**config.mk**
```make
export PLATFORM = sky130hd
export DESIGN_NAME = act_wgt_loader
export DESIGN_NICKNAME = d
export VERILOG_FILES = /design/src/rtl/act_wgt_loader_pkg.sv /design/src/rtl/act_wgt_loader.sv
export SDC_FILE = /design/constraint.sdc
export NUM_CORES = 1
export LEC_CHECK = 0
export CORE_MARGIN = 4
export CORE_UTILIZATION = 45
export CTS_BUF_LIST = sky130_fd_sc_hd__clkbuf_4
export CTS_CLUSTER_SIZE = 25
export DETAILED_ROUTE_END_ITERATION = 10
export PLACE_DENSITY = 0.76
export RECOVER_POWER = 25
export SYNTH_ARGS = -nofsm -noshare
export SYNTH_HDL_FRONTEND = slang
export SYNTH_SLANG_ARGS = --single-unit
```
**constraint.sdc**
```tcl
create_clock -name clk -period 2.97 [get_ports clk]
set_clock_uncertainty 0.05 [all_clocks]
set_input_delay 0.297 -clock clk [delete_from_list [all_inputs] [get_ports clk]]
set_output_delay 0.297 -clock clk [all_outputs]
set_load 0.05 [all_outputs]
```
**src/rtl/act_wgt_loader_pkg.sv**
```systemverilog
// Shared constants for the activation/weight SRAM write loader: bus widths,
// SRAM depth and FSM state encoding.
package act_wgt_loader_pkg;

  localparam int AWL_ADDR_W = 11;
  localparam int AWL_DATA_W = 32;
  // Must match the activation/weight SRAM macro instance.
  localparam int AWL_DEPTH  = 2000;

  localparam int AWL_STATE_W = 2;

  localparam logic [1:0] AWL_IDLE = 2'd0;
  localparam logic [1:0] AWL_LOAD = 2'd1;
  localparam logic [1:0] AWL_DONE = 2'd2;

endpackage

```
**src/rtl/act_wgt_loader.sv**
```systemverilog
// Write-side initiator for the activation/weight SRAM: takes a (base, len)
// command plus a valid/ready word stream and issues one registered write per word.
module act_wgt_loader
  import act_wgt_loader_pkg::*;
#(
  parameter int ADDR_W = AWL_ADDR_W,
  parameter int DATA_W = AWL_DATA_W,
  parameter int DEPTH  = AWL_DEPTH
) (
  input  logic                   clk,
  input  logic                   reset,
  input  logic                   cmd_valid,
  output logic                   cmd_ready,
  input  logic [ADDR_W-1:0]      cmd_base,
  input  logic [ADDR_W-1:0]      cmd_len,
  input  logic                   in_valid,
  output logic                   in_ready,
  input  logic [DATA_W-1:0]      in_data,
  output logic                   cen_act_wgt,
  output logic                   wen_act_wgt,
  output logic [ADDR_W-1:0]      addr_act_wgt,
  output logic [DATA_W-1:0]      din_act_wgt,
  output logic                   busy,
  output logic                   done,
  output logic                   err,
  output logic [AWL_STATE_W-1:0] dbg_state
);

  // Handshakes: a transfer happens on a rising edge where valid and ready are
  // both 1. ready depends on state only; a source must hold valid and its
  // payload stable until it sees the transfer.

  localparam logic [ADDR_W:0] DEPTH_LIM = (ADDR_W+1)'(DEPTH);

  logic [1:0]        state_q, state_d;
  logic [ADDR_W-1:0] waddr_q, waddr_d;
  logic [ADDR_W-1:0] rem_q, rem_d;
  logic              cen_q, cen_d;
  logic              wen_q, wen_d;
  logic [ADDR_W-1:0] addr_q, addr_d;
  logic [DATA_W-1:0] din_q, din_d;
  logic              err_q, err_d;
  logic [ADDR_W:0]   end_addr;

  // One extra bit so base+len past the top of the address space cannot wrap.
  assign end_addr = {1'b0, cmd_base} + {1'b0, cmd_len};

  always_comb begin
    state_d = state_q;
    waddr_d = waddr_q;
    rem_d   = rem_q;
    cen_d   = 1'b1;
    wen_d   = 1'b1;
    addr_d  = addr_q;
    din_d   = din_q;
    err_d   = 1'b0;
    case (state_q)
      AWL_IDLE: begin
        if (cmd_valid) begin
          if (cmd_len == '0) begin
            state_d = AWL_DONE;
          end else if (end_addr > DEPTH_LIM) begin
            err_d = 1'b1;
          end else begin
            state_d = AWL_LOAD;
            waddr_d = cmd_base;
            rem_d   = cmd_len;
          end
        end
      end
      AWL_LOAD: begin
        if (in_valid) begin
          cen_d   = 1'b0;
          wen_d   = 1'b0;
          addr_d  = waddr_q;
          din_d   = in_data;
          waddr_d = waddr_q + ADDR_W'(1);
          rem_d   = rem_q - ADDR_W'(1);
          if (rem_q == ADDR_W'(1)) begin
            state_d = AWL_DONE;
          end
        end
      end
      AWL_DONE: state_d = AWL_IDLE;
      default:  state_d = AWL_IDLE;
    endcase
  end

  always_ff @(posedge clk or negedge reset) begin
    if (!reset) begin
      state_q <= AWL_IDLE;
      waddr_q <= '0;
      rem_q   <= '0;
      cen_q   <= 1'b1;
      wen_q   <= 1'b1;
      addr_q  <= '0;
      din_q   <= '0;
      err_q   <= 1'b0;
    end else begin
      state_q <= state_d;
      waddr_q <= waddr_d;
      rem_q   <= rem_d;
      cen_q   <= cen_d;
      wen_q   <= wen_d;
      addr_q  <= addr_d;
      din_q   <= din_d;
      err_q   <= err_d;
    end
  end

  assign cmd_ready    = (state_q == AWL_IDLE);
  assign in_ready     = (state_q == AWL_LOAD);
  assign busy         = (state_q == AWL_LOAD);
  assign done         = (state_q == AWL_DONE);
  assign err          = err_q;
  assign cen_act_wgt  = cen_q;
  assign wen_act_wgt  = wen_q;
  assign addr_act_wgt = addr_q;
  assign din_act_wgt  = din_q;
  assign dbg_state    = state_q;

endmodule

```
==> results by group, run 1 <==
Outcome
  • Outcome: complete, but fails checks
  • Violations in the final reports: max-capacitance violations, max-slew violations

Final layout
  • Count of non-filler cells in the finished layout: 706
  • Fraction of final layout cells sized beyond drive strength 1: 17.80%
  • Fill cell total of the finished layout: 660
  • Antenna cell count: 0
  • Nets: 669
  • Syn-to-layout area delta: 44.67%

Floorplan
  • Effective utilization at floorplan: 46.58%
  • Boundary Pins: 110
  • Area of the core region: 0.008258 mm2
  • FP Rows: 33
  • Height of the chip: 100.5 um
  • DIE WIDTH: 100.5 um
  • Die ar.: 0.01009 mm2

STA
  • Share of the clock period used by the worst path: 99.56%
  • Min cycle time layout: 2.957 ns
  • Final hold violation count: 0
  • Peak Freq: 338.2 MHz
  • Setup-violating endpoint count in the final report: 0
  • Setup ws final: 0.01311 ns
  • Relative slew margins: -60.42%
  • Worst Max-Slew Pin Slew: 2.406 ns
  • Number of slew-limit violations in the final report: 45

Setup path
  • Cells on worst reg2reg path: 7
  • Critical path's slowest cell: sky130_fd_sc_hd__clkdlybuf4s50_1
  • Arrival time reported for the critical path endpoint: 3.21 ns
  • Reg2reg start: rem_q[3]
  • R2r setup slk: 0.51 ns
  • Endpoint required time on the critical path: 3.22 ns
  • Count of buffer and inverter cells on the critical path: 4
  • Number of stages on the worst setup path: 12
  • Crit end category: flip-flop
  • Maximum single-stage delay on the critical path: 0.48 ns
  • Worst Setup EP: rem_q[2]
  • Critical path launch point: cmd_len[4]
  • Crit-path max FO: 4
  • CP Class: input port to flip-flop
  • Cells along the critical path: clkdlybuf4s50_1 -> ha_1 -> buf_4 -> a21oi_2 -> o211a_1 -> nor2_4 -> buf_4 -> nor4_4 -> o41ai_4 -> buf_4 -> or4_1 -> o311a_1
  • Cell class contributing the biggest share of worst-path delay: buffers and inverters
  • CP startpoint kind: input port
  • End of the worst register-to-register path: rem_q[10]
  • Library cell appearing most often on the critical path: sky130_fd_sc_hd__buf_4

Logic synthesis
  • Number of storage elements in the synthesis netlist: 69
  • Cell accounting for the most synthesized area: sky130_fd_sc_hd__dfrtp_1
  • Number of distinct library cell variants in the gate-level netlist after synthesis: 63
  • Asr flop ratio synth: 100.0%
  • Total nets after synthesis: 512
  • Post-synthesis cell count: 439
  • Average instance area after synthesis: 8.761 um2
  • Area share of the largest cell type after synthesis: 44.24%
  • Post-synth EDFFs: 0
  • Top cells by area, synth: sky130_fd_sc_hd__dfrtp_1 44%, sky130_fd_sc_hd__nand2_1 15%, sky130_fd_sc_hd__ha_1 4.6%, sky130_fd_sc_hd__a221oi_2 3.1%, sky130_fd_sc_hd__nor2_1 2.7%
  • Cell area after technology mapping: 0.003846 mm2
  • Synth warn: 0
  • Top flip-flop cell by instance count after synthesis: sky130_fd_sc_hd__dfrtp_1
  • Share of the yosys chip area belonging to registers: 44.93%

Place
  • Placed Instances: 681
  • Final weighted congestion in routability-driven placement: 0.9118
  • Dpl hpwl: 8532 um
  • Placement-stage worst setup slack: -0.5714 ns
  • Input/output buffers: 109

Drt
  • Number of optimization iterations in the first detailed-route pass: 5
  • Drt drc: 0
  • Total wire length after detailed routing: 11,570 um
  • Routed wirelength normalized by instance count: 16.39 um
  • Count of vias placed by the detailed router: 3,862
  • Iter 0 DRT Violations: 230
  • Remaining antenna violation count: 0
  • Routed via count divided by cell count: 5.470

Clocking
  • Max Root-Sink Buffers: 2
  • Clock insertion delay at the later pin of the skew report: 0.41 ns
  • Root buffer cell: sky130_fd_sc_hd__clkbuf_4
  • CTS tree: built
  • Clk sinks: 69
  • Number of H-tree levels: 3
  • Clock transition at path regs: 0.12 ns
  • Cts-stage hold buffer count: 0
  • Inserted Clock Buffers: 9

Job
  • Max-cap viol count: 1

Worst hold path
  • Kind of path behind the tightest hold check: input port to flip-flop

GRT
  • Vias in the first global route: 3,790
  • Largest net degree at the start of global routing: 56
  • Initial antenna violation count: 0
  • Global-route wire length before repair: 18,260 um
  • Sum of overflow across all layers after global routing: 0
  • Overall routing resource usage: 22.65%

Power
  • Sequential group share of total power: 30.7%
  • Switching power as a share of total power: 51.29%
  • Power share of the combinational group: 60.3%
  • Clock power share: 9.1%
  • Switching Power: 2966 uW
  • Internal power: 2817 uW
  • Cell area power density: 1039 mW/mm2
  • Peak supply drop: 0.6145 mV
  • Static leakage power: 0.002564 uW
how the worst min path moves through the flow:
stage | from | to | slack, ns | depth (start not counted)
3_5_place_dp | din_act_wgt[6] | din_act_wgt[6] | 0.41 | 2
2_1_floorplan | reset | addr_act_wgt[0] | -0.05 | 0
3_3_place_gp | addr_act_wgt[5] | addr_act_wgt[5] | 0.41 | 2
6_report | in_data[9] | din_act_wgt[9] | 0.35 | 3
5_1_grt | in_data[11] | din_act_wgt[11] | 0.32 | 3
4_1_cts | reset | waddr_q[8] | 0.009 | 1
state kept, by name, summed over array words and instances (netlist names):
name / flops
err: 1
dbg_state: 2
rem_q: 11
addr_act_wgt: 11
din_act_wgt: 32
waddr_q: 11
wen_act_wgt: 1
worst reg2reg max path, delay by kind of cell (launching register included):
kind | cells | cell delay [ns]
AOI/OAI and AO/OA | 2 | 0.23
DFF | 1 | 0.46
and+or+nand+nor | 5 | 1.63
Yosys cell counts (3+ instances only):
master,number
sky130_fd_sc_hd__a21o_1,3
sky130_fd_sc_hd__a21oi_1,12
sky130_fd_sc_hd__a221oi_2,8
sky130_fd_sc_hd__a31oi_1,3
sky130_fd_sc_hd__and3_1,3
sky130_fd_sc_hd__buf_1,6
sky130_fd_sc_hd__clkbuf_1,10
sky130_fd_sc_hd__dfrtp_1,68
sky130_fd_sc_hd__ha_1,14
sky130_fd_sc_hd__inv_1,7
sky130_fd_sc_hd__nand2_1,153
sky130_fd_sc_hd__nand3_1,14
sky130_fd_sc_hd__nor2_1,28
sky130_fd_sc_hd__nor3_1,15
sky130_fd_sc_hd__nor4_1,6
sky130_fd_sc_hd__o21ai_0,16
sky130_fd_sc_hd__o221ai_1,7
sky130_fd_sc_hd__o31ai_1,3
sky130_fd_sc_hd__or3_1,3
sky130_fd_sc_hd__or4_1,3
sky130_fd_sc_hd__xnor2_1,4
sky130_fd_sc_hd__xor2_1,3
layer usage:
metal | vias to the layer above | part of all wire (%) | GRT usage [%]
li1 | 1860 | - | -
met1 | 1811 | 41 | 28.57
met2 | 161 | 50 | 38.12
met3 | 30 | 6.1 | 5.398
met4 | 0 | 2.8 | 7.772
met5 | - | 0 | 0
timing repair:
| action | 4_1_cts | 5_1_grt |
|---|---|---|
| setup buffers | 3 | 5 |
| pin swaps | 7 | 6 |
| resized for setup | 7 | 8 |
| setup endpoints to repair | 17 | 20 |
| gates cloned | 1 | 0 |
power by group through the flow:
stage	Clock (uW)	Sequential [uW]	Combinational, uW
floorplan	0	2690	1330
global placement	0	1760	3360
detailed placement	0	1780	3440
CTS	536	1760	3470
global route	575	1840	3730
finish	524	1770	3480
per-stage QoR:
| step | TNS, ns | utilization (%) | power [uW] | cell area, um2 | hold WS (ns) |
|---|---|---|---|---|---|
| after floorplan | 0 | - | 4025 | 3846 | -0.04859 |
| after global placement | -9.673 | 64.50 | 5113 | 5326 | 0.4066 |
| after detailed placement | -11.39 | 64.50 | 5215 | 5326 | 0.4111 |
| after CTS | 0 | 66.48 | 5765 | 5490 | 0.009330 |
| after global routing | -0.1174 | 67.38 | 6141 | 5564 | 0.3191 |
| final | 0 | 67.38 | 5783 | 5564 | 0.3474 |
cells by family (layout without fill, tap and decap cells):
| group | after synthesis | after routing | share of synthesized area [%] |
|---|---|---|---|
| AND/OR/NAND/NOR | 242 | 242 | 27.72 |
| multiplexers | 2 | 2 | 0.6505 |
| flip-flops | 69 | 69 | 44.93 |
| buffers and inverters | 27 | 188 | 3.123 |
| XOR/XNOR | 7 | 7 | 1.594 |
| adder cells (fa/ha/maj) | 15 | 15 | 5.075 |
| AO/OA/AOI/OAI | 77 | 78 | 16.92 |
cell usage in the layout, fill, tap and decap left out, types with 2 or more instances in the layout:
| cell type | count |
|---|---|
| sky130_fd_sc_hd__or4_1 | 2 |
| sky130_fd_sc_hd__clkbuf_1 | 2 |
| sky130_fd_sc_hd__inv_1 | 6 |
| sky130_fd_sc_hd__a21oi_4 | 2 |
| sky130_fd_sc_hd__nand3_1 | 14 |
| sky130_fd_sc_hd__a21o_1 | 3 |
| sky130_fd_sc_hd__buf_4 | 56 |
| sky130_fd_sc_hd__a31oi_1 | 3 |
| sky130_fd_sc_hd__nor3_1 | 15 |
| sky130_fd_sc_hd__or3_1 | 3 |
| sky130_fd_sc_hd__and3_1 | 3 |
| sky130_fd_sc_hd__o221ai_1 | 7 |
| sky130_fd_sc_hd__o211a_1 | 2 |
| sky130_fd_sc_hd__a311oi_1 | 2 |
| sky130_fd_sc_hd__clkdlybuf4s50_1 | 102 |
| sky130_fd_sc_hd__ha_1 | 13 |
| sky130_fd_sc_hd__clkbuf_4 | 11 |
| sky130_fd_sc_hd__a221oi_2 | 8 |
| sky130_fd_sc_hd__dlygate4sd2_1 | 2 |
| sky130_fd_sc_hd__o21ai_0 | 16 |
| sky130_fd_sc_hd__dlymetal6s2s_1 | 2 |
| sky130_fd_sc_hd__a21oi_1 | 11 |
| sky130_fd_sc_hd__o22ai_1 | 2 |
| sky130_fd_sc_hd__o31ai_1 | 3 |
| sky130_fd_sc_hd__o211ai_1 | 2 |
| sky130_fd_sc_hd__clkinv_2 | 4 |
| sky130_fd_sc_hd__o311a_1 | 2 |
| sky130_fd_sc_hd__xor2_1 | 3 |
| sky130_fd_sc_hd__nor4b_2 | 2 |
| sky130_fd_sc_hd__nor4_1 | 6 |
| sky130_fd_sc_hd__nand2_1 | 153 |
| sky130_fd_sc_hd__dfrtp_1 | 68 |
| sky130_fd_sc_hd__nor2_1 | 28 |
| sky130_fd_sc_hd__xnor2_1 | 3 |
layout make-up:
class                   instances  area, um2  area share, %
flip-flops and latches         69       1728          31.05
repair buffers                165       1503          27.01
inverters                       7      26.28         0.4722
clock inverters                 5      27.53         0.4947
well taps                     105      131.4          2.361
clock buffers                  11      82.58          1.484
multi-input cells             344       2066          37.13
No activity file was read; power rests on OpenSTA's default activity.
==> inputs of run 2 (changes only) <==
==> constraint.sdc (replaced) <==
create_clock -name clk -period 2.97 [get_ports clk]
set_clock_uncertainty 0.05 [all_clocks]
set_input_delay 0.4455 -clock clk [delete_from_list [all_inputs] [get_ports clk]]
set_output_delay 0.4455 -clock clk [all_outputs]
set_load 0.05 [all_outputs]
==> results by group, run 2 (same netlist as run 1, synthesis figures left out) <==
Power
  • Peak supply drop: 0.6822 mV (+11%)
  • Total power draw: 6138 uW (+6.1%)
  • Static leakage power: 0.002632 uW (+2.7%)
  • Cell area power density: 1064 mW/mm2 (+2.3%)

Job
  • Max-cap viol count: 1 (unchanged)

Final layout
  • Post-Layout Inst Area: 0.005771 mm2 (+3.7%)
  • Nets: 669 (unchanged)
  • Antenna cell count: 0 (unchanged)
  • Fill cell total of the finished layout: 673 (+2.0%)
  • Flip-flop count of the largest register after layout: 32 (unchanged)
  • Highest-count cells in the layout ignoring fill and taps: 153 x sky130_fd_sc_hd__nand2_1, 100 x sky130_fd_sc_hd__clkdlybuf4s50_1, 68 x sky130_fd_sc_hd__dfrtp_1
  • Syn-to-layout area delta: 50.03%
  • Most common cell after layout, fill and taps aside: sky130_fd_sc_hd__nand2_1
  • Fraction of final layout cells sized beyond drive strength 1: 18.47% (+0.67 points)

STA
  • Unrepaired setup endpoints after global routing: yes
  • Relative slew margins: -1.441% (+59 points)
  • Setup ws final: 0.01603 ns (+0.002921 ns)
  • Share of the clock period used by the worst path: 99.46% (about the same)
  • Worst hold slack after final layout: 0.4329 ns (+0.08552 ns)
  • Worst Max-Slew Pin Slew: 1.522 ns (-0.8847 ns)
  • Setup-violating endpoint count in the final report: 0 (unchanged)
  • Number of slew-limit violations in the final report: 29 (-36%)
  • Peak Freq: 338.5 MHz (about the same)
  • Min cycle time layout: 2.954 ns (-0.002921 ns)
  • Final hold violation count: 0 (unchanged)

Setup path
  • Critical path launch point: cmd_len[0]
  • Endpoint required time on the critical path: 3.21 ns (about the same)
  • R2r setup slk: 0.40 ns (-0.11 ns)
  • Crit-path max FO: 9 (+5)
  • Crit end category: flip-flop
  • Cells along the critical path: dlygate4sd2_1 -> ha_4 -> fa_2 -> a21o_4 -> and3_1 -> nor4b_2 -> o2111ai_2 -> buf_6 -> o41a_2 -> a21oi_4 -> buf_12 -> o221ai_1
  • Reg2reg start: rem_q[3]
  • Arrival time reported for the critical path endpoint: 3.19 ns (-0.02 ns)
  • Count of buffer and inverter cells on the critical path: 3 (-1)
  • CP startpoint kind: input port
  • Critical path's slowest cell: sky130_fd_sc_hd__o41a_2
  • Maximum single-stage delay on the critical path: 0.44 ns (-0.04 ns)
  • Cell class contributing the biggest share of worst-path delay: compound AO/OA/AOI/OAI gates
  • CP Class: input port to flip-flop

GRT
  • Sum of overflow across all layers after global routing: 0 (unchanged)
  • Overall routing resource usage: 23.44% (+0.78 points)
  • Global-route wire length before repair: 18,800 um (+2.9%)
  • Vias in the first global route: 3,877 (+2.3%)
  • Initial antenna violation count: 0 (unchanged)
  • Largest net degree at the start of global routing: 55 (-1.8%)

Clocking
  • Number of H-tree levels: 3 (unchanged)
  • Root buffer cell: sky130_fd_sc_hd__clkbuf_4
  • Clock insertion delay at the later pin of the skew report: 0.42 ns (about the same)
  • Max Root-Sink Buffers: 2 (unchanged)
  • Clk sinks: 69 (unchanged)
  • Inserted Clock Buffers: 9 (unchanged)
  • CTS tree: built
  • Clock transition at path regs: 0.11 ns (about the same)

Place
  • Dpl hpwl: 8681 um (+1.7%)
  • Final weighted congestion in routability-driven placement: 0.9671 (+6.1%)
  • Placement-stage worst setup slack: -0.7733 ns (-0.2019 ns)
  • Input/output buffers: 109 (unchanged)
  • Placed Area: 0.005448 mm2 (+2.3%)

Drt
  • Count of vias placed by the detailed router: 3,920 (+1.5%)
  • Routed wirelength normalized by instance count: 16.77 um (+2.3%)
  • Iter 0 DRT Violations: 257 (+12%)
  • Routed via count divided by cell count: 5.552 (+1.5%)
  • Drt drc: 0 (unchanged)
  • Remaining antenna violation count: 0 (unchanged)
  • Number of optimization iterations in the first detailed-route pass: 5 (unchanged)
  • Total wire length after detailed routing: 11,840 um (+2.3%)

Floorplan
  • Height of the chip: 100.5 um (unchanged)
  • FP Rows: 33 (unchanged)
  • Die ar.: 0.01009 mm2 (unchanged)
  • Area of the core region: 0.008258 mm2 (unchanged)
  • Boundary Pins: 110 (unchanged)
  • Effective utilization at floorplan: 46.58% (unchanged)
  • DIE WIDTH: 100.5 um (unchanged)

Outcome
  • Violations in the final reports: max-capacitance violations, max-slew violations
  • Outcome: complete, but fails checks

Worst hold path
  • Hold path start: din_act_wgt[25]
  • Kind of path behind the tightest hold check: flip-flop to flip-flop
==> run 2: changes by cell type in the layout (fill, tap and decap cells not counted), sizes merged <==
| cell | before | now |
|---|---|---|
| buf | 57 | 55 |
| dlygate4sd3 | 0 | 1 |
| clkinvlp | 1 | 0 |
| bufinv | 0 | 3 |
| clkdlybuf4s50 | 102 | 100 |
| a21oi | 14 | 13 |
| o41ai | 1 | 2 |
| dlygate4sd2 | 2 | 4 |
| clkinv | 4 | 3 |
==> run 2: area by class of cell <==
cell class	count	area, um2	share of cell area [%]
clock buffers	10	75.07	1.301
clock inverters	6	111.4	1.930
inverters	7	26.28	0.4553
multi-input cells	344	2131	36.93
flip-flops and latches	69	1728	29.94
well taps	105	131.4	2.277
repair buffers	165	1568	27.17
==> run 2: per-layer routing <==
layer  up-vias  track usage [%]  routed length [um]  part of all wire [%]
met2       165            40.72                5925                    50
met5         -                0                   0                     0
met4         0            7.876                 269                   2.3
met1      1863            28.85                4892                    41
met3        26            5.052                 752                   6.4
li1       1866                -                   -                     -
==> run 2: repair_timing <==
action | 4_1_cts | 5_1_grt
endpoints found under the hold margin | 23 | 0
pin swaps | 3 | 3
cloned | 1 | 0
endpoints found under the setup margin | 22 | 19
setup buffers | 2 | 0
gates resized for setup | 11 | 8
hold buffers | 1 | 0
==> run 2: worst paths after layout <==
check,to,depth (start not counted)
max in group asynchronous,wen_act_wgt,3
worst max-delay path,rem_q[6],12
worst max register to register,rem_q[10],7
min in group asynchronous,din_act_wgt[21],2
worst min-delay path,din_act_wgt[25],2
worst min register to register,din_act_wgt[25],2
==> run 2: where the power goes <==
part | internal (uW) | leakage (uW) | switching (uW)
registers | 1380 | 0.000846 | 385
logic | 1320 | 0.00169 | 2270
clock network | 436 | 0.0000982 | 340
total | 3140 | 0.00263 | 3000
==> run 2: metrics by stage <==
stage / cells / TNS [ns] / utilization [%]
final: 706 / 0 / 69.88
after detailed placement: 686 / -15.98 / 65.97
after floorplan: 439 / 0 / -
after CTS: 706 / 0 / 69.35
after global placement: 686 / -13.82 / 65.97
after global routing: 706 / -0.2053 / 69.88
==> run 2: tightest hold or removal path: cells and delay by family, from the launching register on <==
| kind | cells | cell delay (ns) |
|---|---|---|
| flip-flops | 1 | 0.36 |
| AND/OR/NAND/NOR | 2 | 0.10 |
==> inputs of run 3 (changes only) <==
- RECOVER_POWER: 25 -> not set
==> results by group, run 3 (same netlist as run 1, synthesis figures left out) <==
Setup path
  • Arrival time reported for the critical path endpoint: 3.19 ns (about the same)
  • Crit end category: flip-flop
  • Endpoint required time on the critical path: 3.21 ns (about the same)
  • CP startpoint kind: input port
  • CP Class: input port to flip-flop
  • Crit-path max FO: 9 (unchanged)

GRT
  • Vias in the first global route: 3,877 (unchanged)
  • Sum of overflow across all layers after global routing: 0 (unchanged)
  • Overall routing resource usage: 23.44% (unchanged)
  • Largest net degree at the start of global routing: 55 (unchanged)
  • Global-route wire length before repair: 18,800 um (unchanged)
  • Initial antenna violation count: 0 (unchanged)

Place
  • Placed Instances: 686 (unchanged)
  • Input/output buffers: 109 (unchanged)
  • Final weighted congestion in routability-driven placement: 0.9671 (unchanged)
  • Dpl hpwl: 8681 um (unchanged)

Clocking
  • Max Root-Sink Buffers: 2 (unchanged)
  • Clock transition at path regs: 0.11 ns (about the same)
  • Clock insertion delay at the later pin of the skew report: 0.42 ns (about the same)
  • Clk sinks: 69 (unchanged)
  • Inserted Clock Buffers: 9 (unchanged)
  • CTS tree: built
  • Number of H-tree levels: 3 (unchanged)
  • Root buffer cell: sky130_fd_sc_hd__clkbuf_4

Power
  • Power share of the combinational group: 58.5% (about the same)
  • Internal power: 3141 uW (about the same)
  • Clock power share: 12.7% (about the same)
  • Switching power as a share of total power: 48.84% (about the same)
  • Switching Power: 2998 uW (about the same)
  • Peak supply drop: 0.6808 mV (-0.21%)
  • Static leakage power: 0.002636 uW (+0.15%)
  • Cell area power density: 1063 mW/mm2 (about the same)
  • Sequential group share of total power: 28.8% (about the same)

Floorplan
  • Height of the chip: 100.5 um (unchanged)
  • Effective utilization at floorplan: 46.58% (unchanged)
  • Area of the core region: 0.008258 mm2 (unchanged)
  • DIE WIDTH: 100.5 um (unchanged)
  • Die ar.: 0.01009 mm2 (unchanged)
  • Boundary Pins: 110 (unchanged)
  • FP Rows: 33 (unchanged)

Final layout
  • Highest-count cells in the layout ignoring fill and taps: 153 x sky130_fd_sc_hd__nand2_1, 100 x sky130_fd_sc_hd__clkdlybuf4s50_1, 68 x sky130_fd_sc_hd__dfrtp_1
  • Syn-to-layout area delta: 50.20%
  • Nets: 669 (unchanged)
  • Fill cell total of the finished layout: 670 (-0.45%)
  • Combined area of the multi-input logic cells: 0.002131 mm2 (unchanged)
  • Fraction of final layout cells sized beyond drive strength 1: 18.64% (+0.17 points)
  • Fin util: 69.95% (+0.076 points)
  • Sequential cell area: 0.001728 mm2 (unchanged)
  • Most common cell after layout, fill and taps aside: sky130_fd_sc_hd__nand2_1
  • Flip-flop count of the largest register after layout: 32 (unchanged)
  • Antenna cell count: 0 (unchanged)
  • Count of non-filler cells in the finished layout: 706 (unchanged)

STA
  • Min cycle time layout: 2.951 ns (-0.003296 ns)
  • Setup-violating endpoint count in the final report: 0 (unchanged)
  • Worst hold slack after final layout: 0.4336 ns (+0.0006750 ns)
  • Worst Max-Slew Pin Slew: 0.6581 ns (-0.8635 ns)
  • Unrepaired setup endpoints after global routing: yes
  • Relative slew margins: 55.72% (+57 points)
  • Number of slew-limit violations in the final report: 0 (-100%)
  • Final hold violation count: 0 (unchanged)
  • Peak Freq: 338.9 MHz (+0.11%)
  • Share of the clock period used by the worst path: 99.35% (-0.11 points)

Worst hold path
  • Kind of path behind the tightest hold check: flip-flop to flip-flop

Drt
  • Total wire length after detailed routing: 11,820 um (-0.16%)
  • Iter 0 DRT Violations: 255 (-0.78%)
  • Routed via count divided by cell count: 5.551 (about the same)
  • Number of optimization iterations in the first detailed-route pass: 7 (+2)
  • Count of vias placed by the detailed router: 3,919 (-0.026%)
  • Routed wirelength normalized by instance count: 16.74 um (-0.16%)
  • Remaining antenna violation count: 0 (unchanged)
  • Drt drc: 0 (unchanged)

Outcome
  • Outcome: finished clean

Job
  • Max-cap viol count: 0 (-1)
run 3: critical path, stage by stage:
cell                            delay, ns
sky130_fd_sc_hd__dlygate4sd2_1       0.27
sky130_fd_sc_hd__ha_4                0.18
sky130_fd_sc_hd__fa_2                0.38
sky130_fd_sc_hd__a21o_4              0.26
sky130_fd_sc_hd__and3_1              0.16
sky130_fd_sc_hd__nor4b_2             0.27
sky130_fd_sc_hd__o2111ai_2           0.17
sky130_fd_sc_hd__buf_6               0.17
sky130_fd_sc_hd__o41a_2              0.44
sky130_fd_sc_hd__a21oi_4             0.16
sky130_fd_sc_hd__buf_12              0.15
sky130_fd_sc_hd__o221ai_1            0.13
run 3: power by group through the flow:
stage	logic (uW)	registers, uW	clock network (uW)
final	3590	1770	778
after global routing	3830	1830	846
after CTS	3590	1760	795
after detailed placement	3540	1770	0
after global placement	3470	1750	0
after floorplan	1340	2690	0
run 3: layout make-up:
class                      instances  share of cell area, %
inverter                           7                 0.4548
tap                              105                  2.274
timing repair buffer             165                  27.25
sequential                        69                  29.91
clock buffer                      10                  1.300
clock inverter                     6                  1.928
multi-input combinational        344                  36.89
run 3: final timing paths:
path,startpoint,end,slack [ns],depth (start not counted)
worst max register to register,rem_q[3],rem_q[10],0.40,7
worst min register to register,din_act_wgt[25],din_act_wgt[25],0.43,2
worst min-delay path,din_act_wgt[25],din_act_wgt[25],0.43,2
max in group asynchronous,reset,wen_act_wgt,1.57,3
min in group asynchronous,reset,din_act_wgt[21],0.51,2
worst max-delay path,cmd_len[0],rem_q[6],0.02,12
run 3: routing by layer:
| layer | GRT usage (%) | part of all wire (%) |
|---|---|---|
| met5 | 0 | 0 |
| met4 | 7.876 | 2.1 |
| met3 | 5.052 | 5.8 |
| met2 | 40.72 | 50 |
| met1 | 28.85 | 42 |
run 3: timing repair:
item,CTS,global route
gates resized for setup,11,8
endpoints found under the hold margin,23,0
gates cloned,1,0
endpoints found under the setup margin,22,19
pin swaps,3,3
buffers inserted,2,0
hold buffers,1,0
run 3: stage by stage:
stage	setup TNS [ns]	total power, uW	instance area, um2	setup slack [ns]
after global routing	-0.2053	6506	5777	-0.03447
after floorplan	0	4030	3867	0.02007
final	0	6139	5777	0.01933
after global placement	-13.82	5226	5448	-0.6756
after detailed placement	-15.98	5313	5448	-0.7733
after CTS	0	6139	5727	0.009123
